[config.mk]
export PLATFORM = sky130hd
export DESIGN_NAME = axi_handshake_monitor
export DESIGN_NICKNAME = d
export VERILOG_FILES = /design/src/rtl/axi_mon_pkg.sv /design/src/rtl/axi_mon_len_fifo.sv /design/src/rtl/axi_handshake_monitor.sv
export SDC_FILE = /design/constraint.sdc
export NUM_CORES = 1
export LEC_CHECK = 0
export BUFFER_PORTS_ARGS = -buffer_cell sky130_fd_sc_hd__buf_2
export CAP_MARGIN = 20
export CORE_AREA = 5 5 265 267
export DETAILED_ROUTE_END_ITERATION = 10
export DIE_AREA = 0 0 270 272
export SKIP_CTS_REPAIR_TIMING = 1
export SLEW_MARGIN = 20
export SYNTH_ARGS = -nofsm -noshare
export SYNTH_HDL_FRONTEND = slang
export SYNTH_SLANG_ARGS = --single-unit
export TNS_END_PERCENT = 10
[constraint.sdc]
create_clock -name clk -period 9.6 [get_ports clk]
set_input_delay 0.96 -clock clk [delete_from_list [all_inputs] [get_ports clk]]
set_output_delay 0.96 -clock clk [all_outputs]
set_load 0.05 [all_outputs]
[src/rtl/axi_mon_pkg.sv]
`default_nettype none
// ============================================================================
// Module      : axi_mon_pkg
// Description : Shared types for the AXI handshake monitor. Holds the counter
//               select encoding, the error-bit index map and the saturating
//               increment helper.
// Revision    : 1.0 - initial release
// ============================================================================
package axi_mon_pkg;

    // Counter select encoding for stat_sel.
    typedef enum logic [2:0] {
        STAT_AW_XFER  = 3'd0,
        STAT_W_XFER   = 3'd1,
        STAT_AR_XFER  = 3'd2,
        STAT_R_XFER   = 3'd3,
        STAT_AW_STALL = 3'd4,
        STAT_W_STALL  = 3'd5,
        STAT_AR_STALL = 3'd6,
        STAT_R_STALL  = 3'd7
    } stat_sel_e;

    // Bit positions inside err_flags.
    localparam int ERR_AW_STAB  = 0;
    localparam int ERR_W_STAB   = 1;
    localparam int ERR_AR_STAB  = 2;
    localparam int ERR_R_STAB   = 3;
    localparam int ERR_WR_LAST  = 4;
    localparam int ERR_RD_LAST  = 5;
    localparam int ERR_NO_OUTST = 6;
    localparam int ERR_OVERFLOW = 7;

    // Increment that sticks at max_val; callers zero-extend to 64 bits.
    function automatic logic [63:0] sat_inc(input logic [63:0] val,
                                            input logic [63:0] max_val);
        return (val >= max_val) ? max_val : val + 64'd1;
    endfunction

endpackage
`default_nettype wire

[src/rtl/axi_mon_len_fifo.sv]
`default_nettype none
// ============================================================================
// Module      : axi_mon_len_fifo
// Description : Small synchronous FIFO of burst lengths. Supports push and pop
//               in the same cycle; when empty and pushing, the incoming value
//               is presented on head so it can be consumed in that cycle.
//               A push while full and not popping is dropped.
// Revision    : 1.0 - initial release
// ============================================================================
module axi_mon_len_fifo
    import axi_mon_pkg::*;
#(
    parameter int LEN_WIDTH = 8,
    parameter int DEPTH     = 8
) (
    input  logic                     clk,
    input  logic                     rst_n,
    input  logic                     push,
    input  logic                     pop,
    input  logic [LEN_WIDTH-1:0]     push_data,
    output logic [LEN_WIDTH-1:0]     head,
    output logic [$clog2(DEPTH):0]   count,
    output logic                     full,
    output logic                     empty
);

    localparam int                 c_ptr_w     = $clog2(DEPTH);
    localparam logic [c_ptr_w-1:0] c_ptr_one   = c_ptr_w'(1);
    localparam logic [c_ptr_w:0]   c_cnt_one   = (c_ptr_w + 1)'(1);
    localparam logic [c_ptr_w:0]   c_depth_cnt = (c_ptr_w + 1)'(DEPTH);

    logic [LEN_WIDTH-1:0] r_mem [DEPTH];
    logic [c_ptr_w-1:0]   r_rd_ptr;
    logic [c_ptr_w-1:0]   r_wr_ptr;
    logic [c_ptr_w:0]     r_count;
    logic                 w_bypass;
    logic                 w_do_push;
    logic                 w_do_pop;

    assign empty = (r_count == '0);
    assign full  = (r_count == c_depth_cnt);
    assign count = r_count;

    // Empty + push + pop: the pushed length is consumed immediately, storage untouched.
    assign w_bypass  = empty & push & pop;
    assign head      = empty ? push_data : r_mem[r_rd_ptr];
    assign w_do_push = push & ~w_bypass & (~full | pop);
    assign w_do_pop  = pop & ~empty;

    // Storage array; contents are don't-care while unoccupied, so no reset.
    always_ff @(posedge clk) begin
        if (w_do_push) begin
            r_mem[r_wr_ptr] <= push_data;
        end
    end

    // Pointer and occupancy bookkeeping.
    always_ff @(posedge clk) begin
        if (!rst_n) begin
            r_rd_ptr <= '0;
            r_wr_ptr <= '0;
            r_count  <= '0;
        end else begin
            if (w_do_push) r_wr_ptr <= r_wr_ptr + c_ptr_one;
            if (w_do_pop)  r_rd_ptr <= r_rd_ptr + c_ptr_one;
            case ({w_do_push, w_do_pop})
                2'b10:   r_count <= r_count + c_cnt_one;
                2'b01:   r_count <= r_count - c_cnt_one;
                default: r_count <= r_count;
            endcase
        end
    end

endmodule
`default_nettype wire

[src/rtl/axi_handshake_monitor.sv]
`default_nettype none
// ============================================================================
// Module      : axi_handshake_monitor
// Description : Cycle-accurate observer of AXI4 AW/W/AR/R channels. Counts
//               transfers and stalls, tracks outstanding burst lengths, checks
//               last-beat placement and flags valid/payload instability.
//               Optional macro AXI_MON_ASSERT_EN enables simulation messages on
//               every newly raised error flag.
// Revision    : 1.0 - initial release
// ============================================================================
module axi_handshake_monitor
    import axi_mon_pkg::*;
#(
    parameter int ADDR_WIDTH        = 32,
    parameter int LEN_WIDTH         = 8,
    parameter int CNT_WIDTH         = 32,
    parameter int OUTSTANDING_DEPTH = 8
) (
    input  logic                                 clk,
    input  logic                                 rst_n,
    input  logic                                 clear,
    input  logic                                 aw_valid,
    input  logic                                 aw_ready,
    input  logic [ADDR_WIDTH-1:0]                aw_addr,
    input  logic [LEN_WIDTH-1:0]                 aw_len,
    input  logic                                 w_valid,
    input  logic                                 w_ready,
    input  logic                                 w_last,
    input  logic                                 ar_valid,
    input  logic                                 ar_ready,
    input  logic [ADDR_WIDTH-1:0]                ar_addr,
    input  logic [LEN_WIDTH-1:0]                 ar_len,
    input  logic                                 r_valid,
    input  logic                                 r_ready,
    input  logic                                 r_last,
    input  logic [2:0]                           stat_sel,
    output logic [CNT_WIDTH-1:0]                 stat_data,
    output logic [7:0]                           err_flags,
    output logic [$clog2(OUTSTANDING_DEPTH):0]   wr_outstanding,
    output logic [$clog2(OUTSTANDING_DEPTH):0]   rd_outstanding
);

    localparam int                   c_occ_w    = $clog2(OUTSTANDING_DEPTH) + 1;
    localparam logic [CNT_WIDTH-1:0] c_cnt_max  = {CNT_WIDTH{1'b1}};
    localparam logic [LEN_WIDTH:0]   c_beat_one = (LEN_WIDTH + 1)'(1);

    // Handshake decode.
    logic w_aw_xfer, w_aw_stall, w_w_xfer, w_w_stall;
    logic w_ar_xfer, w_ar_stall, w_r_xfer, w_r_stall;
    assign w_aw_xfer  = aw_valid &  aw_ready;
    assign w_aw_stall = aw_valid & ~aw_ready;
    assign w_w_xfer   = w_valid  &  w_ready;
    assign w_w_stall  = w_valid  & ~w_ready;
    assign w_ar_xfer  = ar_valid &  ar_ready;
    assign w_ar_stall = ar_valid & ~ar_ready;
    assign w_r_xfer   = r_valid  &  r_ready;
    assign w_r_stall  = r_valid  & ~r_ready;

    // Per-direction views: index 0 = write (AW/W), 1 = read (AR/R).
    logic [1:0]           w_req_xfer;
    logic [1:0]           w_beat_xfer;
    logic [1:0]           w_beat_last;
    logic [LEN_WIDTH-1:0] w_req_len [2];
    logic [c_occ_w-1:0]   w_occ     [2];
    logic [1:0]           w_last_err;
    logic [1:0]           w_orphan;
    logic [1:0]           w_ovf;

    assign w_req_xfer  = {w_ar_xfer, w_aw_xfer};
    assign w_beat_xfer = {w_r_xfer, w_w_xfer};
    assign w_beat_last = {r_last, w_last};
    assign w_req_len[0] = aw_len;
    assign w_req_len[1] = ar_len;

    // Burst tracking per direction: length FIFO plus beat counter.
    for (genvar d = 0; d < 2; d++) begin : g_dir
        logic [LEN_WIDTH-1:0] w_head;
        logic                 w_full;
        logic                 w_empty;
        logic                 w_head_ok;
        logic                 w_beat;
        logic                 w_len_hit;
        logic                 w_end;
        logic                 w_pop;
        logic [LEN_WIDTH:0]   r_beats;
        logic [LEN_WIDTH:0]   w_beats_next;

        // A beat is meaningful only if a length is stored or arriving this cycle.
        assign w_head_ok    = ~w_empty | w_req_xfer[d];
        assign w_beat       = w_beat_xfer[d] & w_head_ok;
        assign w_beats_next = r_beats + c_beat_one;
        assign w_len_hit    = (w_beats_next == ({1'b0, w_head} + c_beat_one));
        assign w_end        = w_beat_last[d] | w_len_hit;
        assign w_pop        = w_beat & w_end;

        assign w_last_err[d] = w_pop & (w_beat_last[d] ^ w_len_hit);
        assign w_orphan[d]   = w_beat_xfer[d] & ~w_head_ok;
        assign w_ovf[d]      = w_req_xfer[d] & w_full & ~w_pop;

        axi_mon_len_fifo #(
            .LEN_WIDTH (LEN_WIDTH),
            .DEPTH     (OUTSTANDING_DEPTH)
        ) u_len_fifo (
            .clk       (clk),
            .rst_n     (rst_n),
            .push      (w_req_xfer[d]),
            .pop       (w_pop),
            .push_data (w_req_len[d]),
            .head      (w_head),
            .count     (w_occ[d]),
            .full      (w_full),
            .empty     (w_empty)
        );

        // Beats seen so far in the current burst; restarts at each burst end.
        always_ff @(posedge clk) begin
            if (!rst_n) begin
                r_beats <= '0;
            end else if (w_pop) begin
                r_beats <= '0;
            end else if (w_beat) begin
                r_beats <= w_beats_next;
            end
        end
    end

    assign wr_outstanding = w_occ[0];
    assign rd_outstanding = w_occ[1];

    // Stall snapshot: who was stalled last cycle and with what payload.
    logic                  r_aw_stalled, r_w_stalled, r_ar_stalled, r_r_stalled;
    logic [ADDR_WIDTH-1:0] r_aw_addr, r_ar_addr;
    logic [LEN_WIDTH-1:0]  r_aw_len, r_ar_len;

    // Capture stall state and payload every cycle for next-cycle stability checks.
    always_ff @(posedge clk) begin
        if (!rst_n) begin
            r_aw_stalled <= 1'b0;
            r_w_stalled  <= 1'b0;
            r_ar_stalled <= 1'b0;
            r_r_stalled  <= 1'b0;
            r_aw_addr    <= '0;
            r_ar_addr    <= '0;
            r_aw_len     <= '0;
            r_ar_len     <= '0;
        end else begin
            r_aw_stalled <= w_aw_stall;
            r_w_stalled  <= w_w_stall;
            r_ar_stalled <= w_ar_stall;
            r_r_stalled  <= w_r_stall;
            r_aw_addr    <= aw_addr;
            r_ar_addr    <= ar_addr;
            r_aw_len     <= aw_len;
            r_ar_len     <= ar_len;
        end
    end

    // New error conditions observed this cycle.
    logic [7:0] w_err_set;
    always_comb begin
        w_err_set               = '0;
        w_err_set[ERR_AW_STAB]  = r_aw_stalled &
                                  (~aw_valid | (aw_addr != r_aw_addr) | (aw_len != r_aw_len));
        w_err_set[ERR_W_STAB]   = r_w_stalled & ~w_valid;
        w_err_set[ERR_AR_STAB]  = r_ar_stalled &
                                  (~ar_valid | (ar_addr != r_ar_addr) | (ar_len != r_ar_len));
        w_err_set[ERR_R_STAB]   = r_r_stalled & ~r_valid;
        w_err_set[ERR_WR_LAST]  = w_last_err[0];
        w_err_set[ERR_RD_LAST]  = w_last_err[1];
        w_err_set[ERR_NO_OUTST] = |w_orphan;
        w_err_set[ERR_OVERFLOW] = |w_ovf;
    end

    // Sticky error flags; clear beats any same-cycle set.
    logic [7:0] r_err_flags;
    always_ff @(posedge clk) begin
        if (!rst_n || clear) begin
            r_err_flags <= '0;
        end else begin
            r_err_flags <= r_err_flags | w_err_set;
        end
    end
    assign err_flags = r_err_flags;

    // Event vector in stat_sel order.
    logic [7:0] w_evt;
    always_comb begin
        w_evt                = '0;
        w_evt[STAT_AW_XFER]  = w_aw_xfer;
        w_evt[STAT_W_XFER]   = w_w_xfer;
        w_evt[STAT_AR_XFER]  = w_ar_xfer;
        w_evt[STAT_R_XFER]   = w_r_xfer;
        w_evt[STAT_AW_STALL] = w_aw_stall;
        w_evt[STAT_W_STALL]  = w_w_stall;
        w_evt[STAT_AR_STALL] = w_ar_stall;
        w_evt[STAT_R_STALL]  = w_r_stall;
    end

    function automatic logic [CNT_WIDTH-1:0] cnt_inc(input logic [CNT_WIDTH-1:0] val);
        logic [63:0] v_wide;
        v_wide = sat_inc(64'(val), 64'(c_cnt_max));
        return v_wide[CNT_WIDTH-1:0];
    endfunction

    logic [CNT_WIDTH-1:0] r_cnt      [8];
    logic [CNT_WIDTH-1:0] w_cnt_next [8];

    // Next counter values: clear wins, otherwise saturating increment on event.
    always_comb begin
        for (int i = 0; i < 8; i++) begin
            w_cnt_next[i] = r_cnt[i];
            if (clear) begin
                w_cnt_next[i] = '0;
            end else if (w_evt[i]) begin
                w_cnt_next[i] = cnt_inc(r_cnt[i]);
            end
        end
    end

    // Counter bank and registered readout of the post-update value.
    logic [CNT_WIDTH-1:0] r_stat_data;
    always_ff @(posedge clk) begin
        if (!rst_n) begin
            for (int i = 0; i < 8; i++) r_cnt[i] <= '0;
            r_stat_data <= '0;
        end else begin
            for (int i = 0; i < 8; i++) r_cnt[i] <= w_cnt_next[i];
            r_stat_data <= w_cnt_next[stat_sel];
        end
    end
    assign stat_data = r_stat_data;

`ifdef AXI_MON_ASSERT_EN
    logic [63:0] r_cycle;

    function automatic string err_name(input int idx);
        case (idx)
            ERR_AW_STAB:  return "AW_STAB";
            ERR_W_STAB:   return "W_STAB";
            ERR_AR_STAB:  return "AR_STAB";
            ERR_R_STAB:   return "R_STAB";
            ERR_WR_LAST:  return "WR_LAST";
            ERR_RD_LAST:  return "RD_LAST";
            ERR_NO_OUTST: return "NO_OUTST";
            default:      return "OVERFLOW";
        endcase
    endfunction

    // Report each flag the first time it rises.
    always_ff @(posedge clk) begin
        if (!rst_n) r_cycle <= '0;
        else        r_cycle <= r_cycle + 64'd1;
        for (int i = 0; i < 8; i++) begin
            if (rst_n && !clear && w_err_set[i] && !r_err_flags[i]) begin
                $error("axi_handshake_monitor: %s at cycle %0d (wr head=%0d beats=%0d, rd head=%0d beats=%0d)",
                       err_name(i), r_cycle, g_dir[0].w_head, g_dir[0].r_beats,
                       g_dir[1].w_head, g_dir[1].r_beats);
            end
        end
    end
`else
    // Silent build: flags and counters are the only report.
`endif

endmodule
`default_nettype wire

==> flow_summary.ini, run 1 <==
[outcome]
status = finished, final reports clean

[clocking]
worstSkewPairLatency_ns = 0.65
cts.sinks = 552
cts_root_buf = clkbuf_16
h-tree-depth = 2
clkSlewWorstSetupHoldPaths_ns = 0.06
numCtsBuffers = 60
tritoncts = yes
cts_buffer_depth = 3

[critical_path]
cp.arrival_ns = 6.64
reg2reg_depth = 21
cp-end-kind = flop
reg2reg_setup_slack_ns = 3.52
crit_type = reg -> reg
r2r-end = g_dir[0].u_len_fifo.count[2]
path_max_fanout = 12
worstSetupStartpointType = flop
cp_data_required_time_ns = 10.16

[finish]
area_growth_syn_to_layout_pct = 13.4
layout_common_cells = dfxtp_1 (424), nor2_1 (355), nand2_1 (212)
final_net_count = 3044
final_common_cell = dfxtp_1
drive_above_1_share = 0.124
fin_cells = 3856

[route]
drcViolationCount = 0
totalWireLength_um = 82100
first_pass_iters = 5
drtAntennaViolNets = 0
drt-wirelength-per-cell_um = 21.3
drtIter0Drc = 2263
vias = 22162
avgViaCountPerCell = 5.75

[pwr]
power_switching_share = 0.246
p_leak_nw = 10.8
intPower_w = 0.00390
power_frac_clock = 0.456
p_per_area_nw_per_um2 = 171
vdd_drop_max_mv = 0.137
p_seq_frac = 0.471
p_sw_w = 0.00127
comb_power_share = 0.073

[sta]
rsz0062_at_grt = false
fmax_ghz = 0.164
period_share = 0.633
final_hold_viol_count = 0
tightest_slew_ns = 1.07
slew_viol_final = 0
setup-tns-final_ns = 0
fin_crit_ns = 6.08
max-slew-margin-rel = 0.279
skew_ns = 0.0315
setup_violations = 0

[yosys]
synthCells = 2831
avgSynthCellArea_um2 = 9.41
synth-seq-cells = 552
synth_area_um2 = 26600
synth_edf_count = 128
yosysWarnings = 0
async_flop_share = 0
synth_top_flop_cell = dfxtp_1
synth_nets = 2951
ys_seq_area_frac = 0.463
synth_cell_types = 86

[floorplanning]
dieArea_um2 = 73400
dieWidth_um = 270
fp-row-count = 96
num_io_pins = 144
core_um2 = 67900
chipHeight_um = 272
start_util = 0.392

[global_routing]
overflow = 0
grt_max_degree = 79
antenna_found_initial = 4
grt_pass1_wl_um = 126000
globalRouteTotalUtil = 0.215
grt_pass1_vias = 21218

[run]
max_cap_viol_count = 0

[placement]
gp_congestion = 0.954
io_buffers = 143
dp_hpwl_um = 59300
placedCellCount = 3744

[min_path]
hp-start = r_r_stalled
hold_class = reg -> reg
whs_path_depth = 2
min_to = err_flags[3]
-- sequential cells by signal, indices dropped and copies added (netlist names), named ones only --
register                   flops
g_dir.u_len_fifo.r_mem       128
r_aw_stalled                   1
err_flags                      8
r_aw_addr                     32
r_r_stalled                    1
r_ar_stalled                   1
g_dir.u_len_fifo.count         8
r_w_stalled                    1
g_dir.u_len_fifo.r_rd_ptr      6
g_dir.u_len_fifo.r_wr_ptr      6
r_aw_len                       8
g_dir.r_beats                 18
r_cnt                        256
r_ar_len                       8
stat_data                     32
r_ar_addr                     32
-- area by class of cell --
type                       count  area, µm²
inverter                      38        143
clock buffer                  75       1640
multi-input combinational   2096      13600
clock inverter                36        402
timing repair buffer         176        983
antenna                        1       2.50
tap                          882       1100
fill                        6491      37600
sequential                   552      12300
-- synth_stat cells, types with 54 or more instances --
library cell / n / share of area
dfxtp_1: 424 / 0.32
nor2_1: 356 / 0.050
nand2_1: 212 / 0.030
a21oi_1: 199 / 0.037
xnor2_1: 168 / 0.055
nand3_1: 155 / 0.029
xor2_1: 155 / 0.051
edfxtp_1: 128 / 0.14
clkbuf_1: 115 / 0.016
and2_1: 108 / 0.025
nand4_1: 85 / 0.020
and3_1: 66 / 0.016
nor3_1: 65 / 0.012
o21ai_0: 54 / 0.010
-- routing by layer --
layer	global-route usage	part of all wire	up-vias
met5	0	0.00016	-
met4	0.0836	0.041	2
met3	0.0374	0.077	173
met2	0.329	0.44	919
met1	0.303	0.45	10707
li1	-	-	10361
-- power by group through the flow --
| stage | clock network [W] | registers, W | logic [W] |
|---|---|---|---|
| finish | 0.00236 | 0.00243 | 0.000380 |
| floorplan | 0 | 0.00250 | 0.000225 |
| global placement | 0 | 0.00248 | 0.000366 |
| CTS | 0.00241 | 0.00243 | 0.000376 |
| global route | 0.00251 | 0.00244 | 0.000410 |
| detailed placement | 0 | 0.00249 | 0.000374 |
-- worst max-delay path: stages (launching register included) --
cell and delay (ns):
dfxtp_1 0.79, mux4_2 0.61, mux2_2 0.28, mux2i_1 0.27, inv_1 0.08, ha_1 0.23
xnor2_1 0.18, xnor2_1 0.16, xnor2_1 0.08, a2111oi_0 0.43, nand4_1 0.15, ha_1 0.26
nor2_1 0.19, xnor2_1 0.09, o41ai_1 0.79, ha_1 0.41, xor2_1 0.17, ha_1 0.16
a21oi_1 0.05, xor2_1 0.17, or3_1 0.31, a21oi_1 0.14
-- metrics by stage --
| stage | util | hold WS, ns | power (W) | area (µm²) | setup slack [ns] |
|---|---|---|---|---|---|
| 4_1_cts | 0.445 | 0.467 | 0.00522 | 30200 | 3.49 |
| 3_5_place_dp | 0.415 | 0.452 | 0.00286 | 28200 | 3.51 |
| 5_1_grt | 0.445 | 0.492 | 0.00536 | 30200 | 3.09 |
| 3_3_place_gp | 0.414 | 0.442 | 0.00285 | 28100 | 3.73 |
| 2_1_floorplan | - | 0.433 | 0.00273 | 26600 | 4.44 |
| 6_report | 0.445 | 0.464 | 0.00517 | 30200 | 3.52 |
-- how the worst max path moves through the flow --
stage / to / slack [ns] / startpoint / cells past startpoint
finish: g_dir[0].u_len_fifo.count[2] / 3.52 / flop / 21
global route: g_dir[0].u_len_fifo.count[2] / 3.09 / flop / 21
CTS: g_dir[0].u_len_fifo.count[2] / 3.49 / flop / 21
detailed placement: g_dir[0].u_len_fifo.count[2] / 3.51 / flop / 21
global placement: g_dir[0].u_len_fifo.count[2] / 3.73 / flop / 21
floorplan: g_dir[0].u_len_fifo.count[2] / 4.44 / flop / 22
-- cell families (layout without fill, tap and decap cells) --
| family | after synthesis | count (layout) | share of synthesized area |
|---|---|---|---|
| multiplexers | 97 | 97 | 0.0577 |
| AND/OR/NAND/NOR | 1219 | 1219 | 0.232 |
| other | 0 | 1 | 0 |
| XOR/XNOR | 323 | 323 | 0.106 |
| adder cells (fa/ha/maj) | 24 | 24 | 0.0113 |
| AO/OA/AOI/OAI | 433 | 433 | 0.102 |
| flip-flops | 552 | 552 | 0.463 |
| buffers and inverters | 183 | 325 | 0.0275 |
(Power assumes the default switching activity.)
==> run 2: changes to the inputs <==
==> constraint.sdc (replaced) <==
create_clock -name clk -period 6.13 [get_ports clk]
set_input_delay 0.613 -clock clk [delete_from_list [all_inputs] [get_ports clk]]
set_output_delay 0.613 -clock clk [all_outputs]
set_load 0.05 [all_outputs]
==> flow_summary.ini, run 2 (same netlist as run 1, synthesis figures left out) <==
[floorplanning]
start_util = 0.392
fp-row-count = 96
dieArea_um2 = 73400
dieWidth_um = 270
core_um2 = 67900
num_io_pins = 144
chipHeight_um = 272

[critical_path]
cp_data_required_time_ns = 6.69
cp_slowest_stage_delay_ns = 0.66
cp.arrival_ns = 6.06
path_max_fanout = 11
crit_family = simple AND/OR/NAND/NOR gates
critPathMostFrequentCell = ha_1
worstSetupStartpointType = flop
cp-end-kind = flop
crit_type = reg -> reg
critical_path_buf_inv_count = 2
worstPathCellList = buf_4, mux4_2, mux2_2, mux2i_1, inv_1, ha_1, xnor2_1, xnor2_1, xnor2_1, a2111oi_0, nand4_1, ha_1, nor3_1, ha_1, xor2_1, ha_1, a21oi_1, xor2_1, or3_1, a21oi_1
slowest_stage = nor3_1

[sta]
skew_ns = 0.0250
slew_viol_final = 0
rsz0062_at_grt = false
setup_violations = 0
max-slew-margin-rel = 0.212
tightest_slew_ns = 1.17
fmax_ghz = 0.182
final_hold_viol_count = 0
period_share = 0.897
fin_crit_ns = 5.50
setup-tns-final_ns = 0

[finish]
regArea_um2 = 12300
multiInputGateArea_um2 = 13600
final_common_cell = dfxtp_1
area_growth_syn_to_layout_pct = 13.4
largestRegisters = r_cnt x256, g_dir.u_len_fifo.r_mem x128
regMostFlops = r_cnt
final_net_count = 3054
layout_common_cells = dfxtp_1 (424), nor2_1 (355), nand2_1 (212)
fillCellCount = 6473
drive_above_1_share = 0.122
largest_reg_flops = 256

[clocking]
h-tree-depth = 2
cts_root_buf = clkbuf_16
cts.sinks = 552
tritoncts = yes
numCtsBuffers = 60
cts_buffer_depth = 3
clkSlewWorstSetupHoldPaths_ns = 0.06
worstSkewPairLatency_ns = 0.64

[pwr]
comb_power_share = 0.075
p_leak_nw = 10.8
intPower_w = 0.00605
p_total_w = 0.00799
power_frac_clock = 0.448
power_switching_share = 0.243
vdd_drop_max_mv = 0.245
p_sw_w = 0.00194
p_per_area_nw_per_um2 = 265
p_seq_frac = 0.477

[route]
drtIter0Drc = 2172
drtAntennaViolNets = 0
avgViaCountPerCell = 5.73
first_pass_iters = 5
totalWireLength_um = 82900
vias = 22150
drt-wirelength-per-cell_um = 21.4
drcViolationCount = 0

[global_routing]
grt_pass1_vias = 21138
globalRouteTotalUtil = 0.216
antenna_found_initial = 2
grt_max_degree = 174
overflow = 0
grt_pass1_wl_um = 126000

[placement]
dp_hpwl_um = 59900
gp_congestion = 0.958
io_buffers = 143

[run]
max_cap_viol_count = 0

[outcome]
status = finished, final reports clean

[min_path]
hp-start = aw_addr[29]
hold_class = in -> reg
run 2: changes by cell type in the layout (fill, tap and decap cells not counted), moves of 3 or more:
cell and delta:
nor3_2 -5, nor3_1 +5, clkbuf_1 +12, clkinv_4 -3, clkbuf_8 +7, clkinvlp_4 -5
inv_6 -3, bufinv_16 -4, buf_4 +10
run 2: per-stage QoR:
| step | setup WS [ns] | area (µm²) | hold slack, ns | utilization | std cells |
|---|---|---|---|---|---|
| 6_report | 0.634 | 30200 | 0.206 | 0.445 | 3867 |
| 4_1_cts | 0.618 | 30200 | 0.165 | 0.445 | 3866 |
| 3_3_place_gp | 0.881 | 28200 | 0.443 | 0.416 | 3754 |
| 3_5_place_dp | 0.639 | 28200 | 0.452 | 0.416 | 3754 |
| 5_1_grt | 0.268 | 30200 | 0.174 | 0.445 | 3867 |
| 2_1_floorplan | 0.973 | 26600 | 0.433 | - | 2831 |
run 2: cell type report:
type,instances,share of cell area
clock inverter,17,0.00576
antenna,1,0.0000829
sequential,552,0.408
clock buffer,95,0.0598
inverter,38,0.00472
tap,882,0.0366
multi-input combinational,2096,0.450
timing repair buffer,186,0.0348
run 2: power by group through the flow:
stage	sequential [W]	clock, W	combinational (W)
global placement	0.00389	0	0.000580
floorplan	0.00392	0	0.000352
detailed placement	0.00389	0	0.000592
global route	0.00382	0.00382	0.000646
finish	0.00381	0.00358	0.000598
CTS	0.00381	0.00366	0.000595
run 2: metal layers:
metal / vias up / track usage / share of wire
met5: - / 0 / 0.00012
met4: 2 / 0.0751 / 0.037
met3: 155 / 0.0434 / 0.081
met2: 882 / 0.333 / 0.44
met1: 10709 / 0.303 / 0.44
li1: 10402 / - / -
run 2: worst register-to-register path: cells and delay by family (launching register included):
kind	cells	cell delay, ns
buffers and inverters	2	0.33
xor gates and xnor gates	5	0.80
DFF	1	0.37
adders and majority gates	4	1.04
AOI/OAI and AO/OA	3	0.59
and+or+nand+nor	3	1.15
muxes	3	1.14
run 2: path summary, 6_finish.rpt:
path                             endpoint  slack (ns)  cells after the start
max reg2reg  g_dir[0].u_len_fifo.count[2]        0.63                     20
min                         r_aw_addr[29]        0.21                      2
max          g_dir[0].u_len_fifo.count[2]        0.63                     20
min reg2reg                  err_flags[0]        0.46                      2
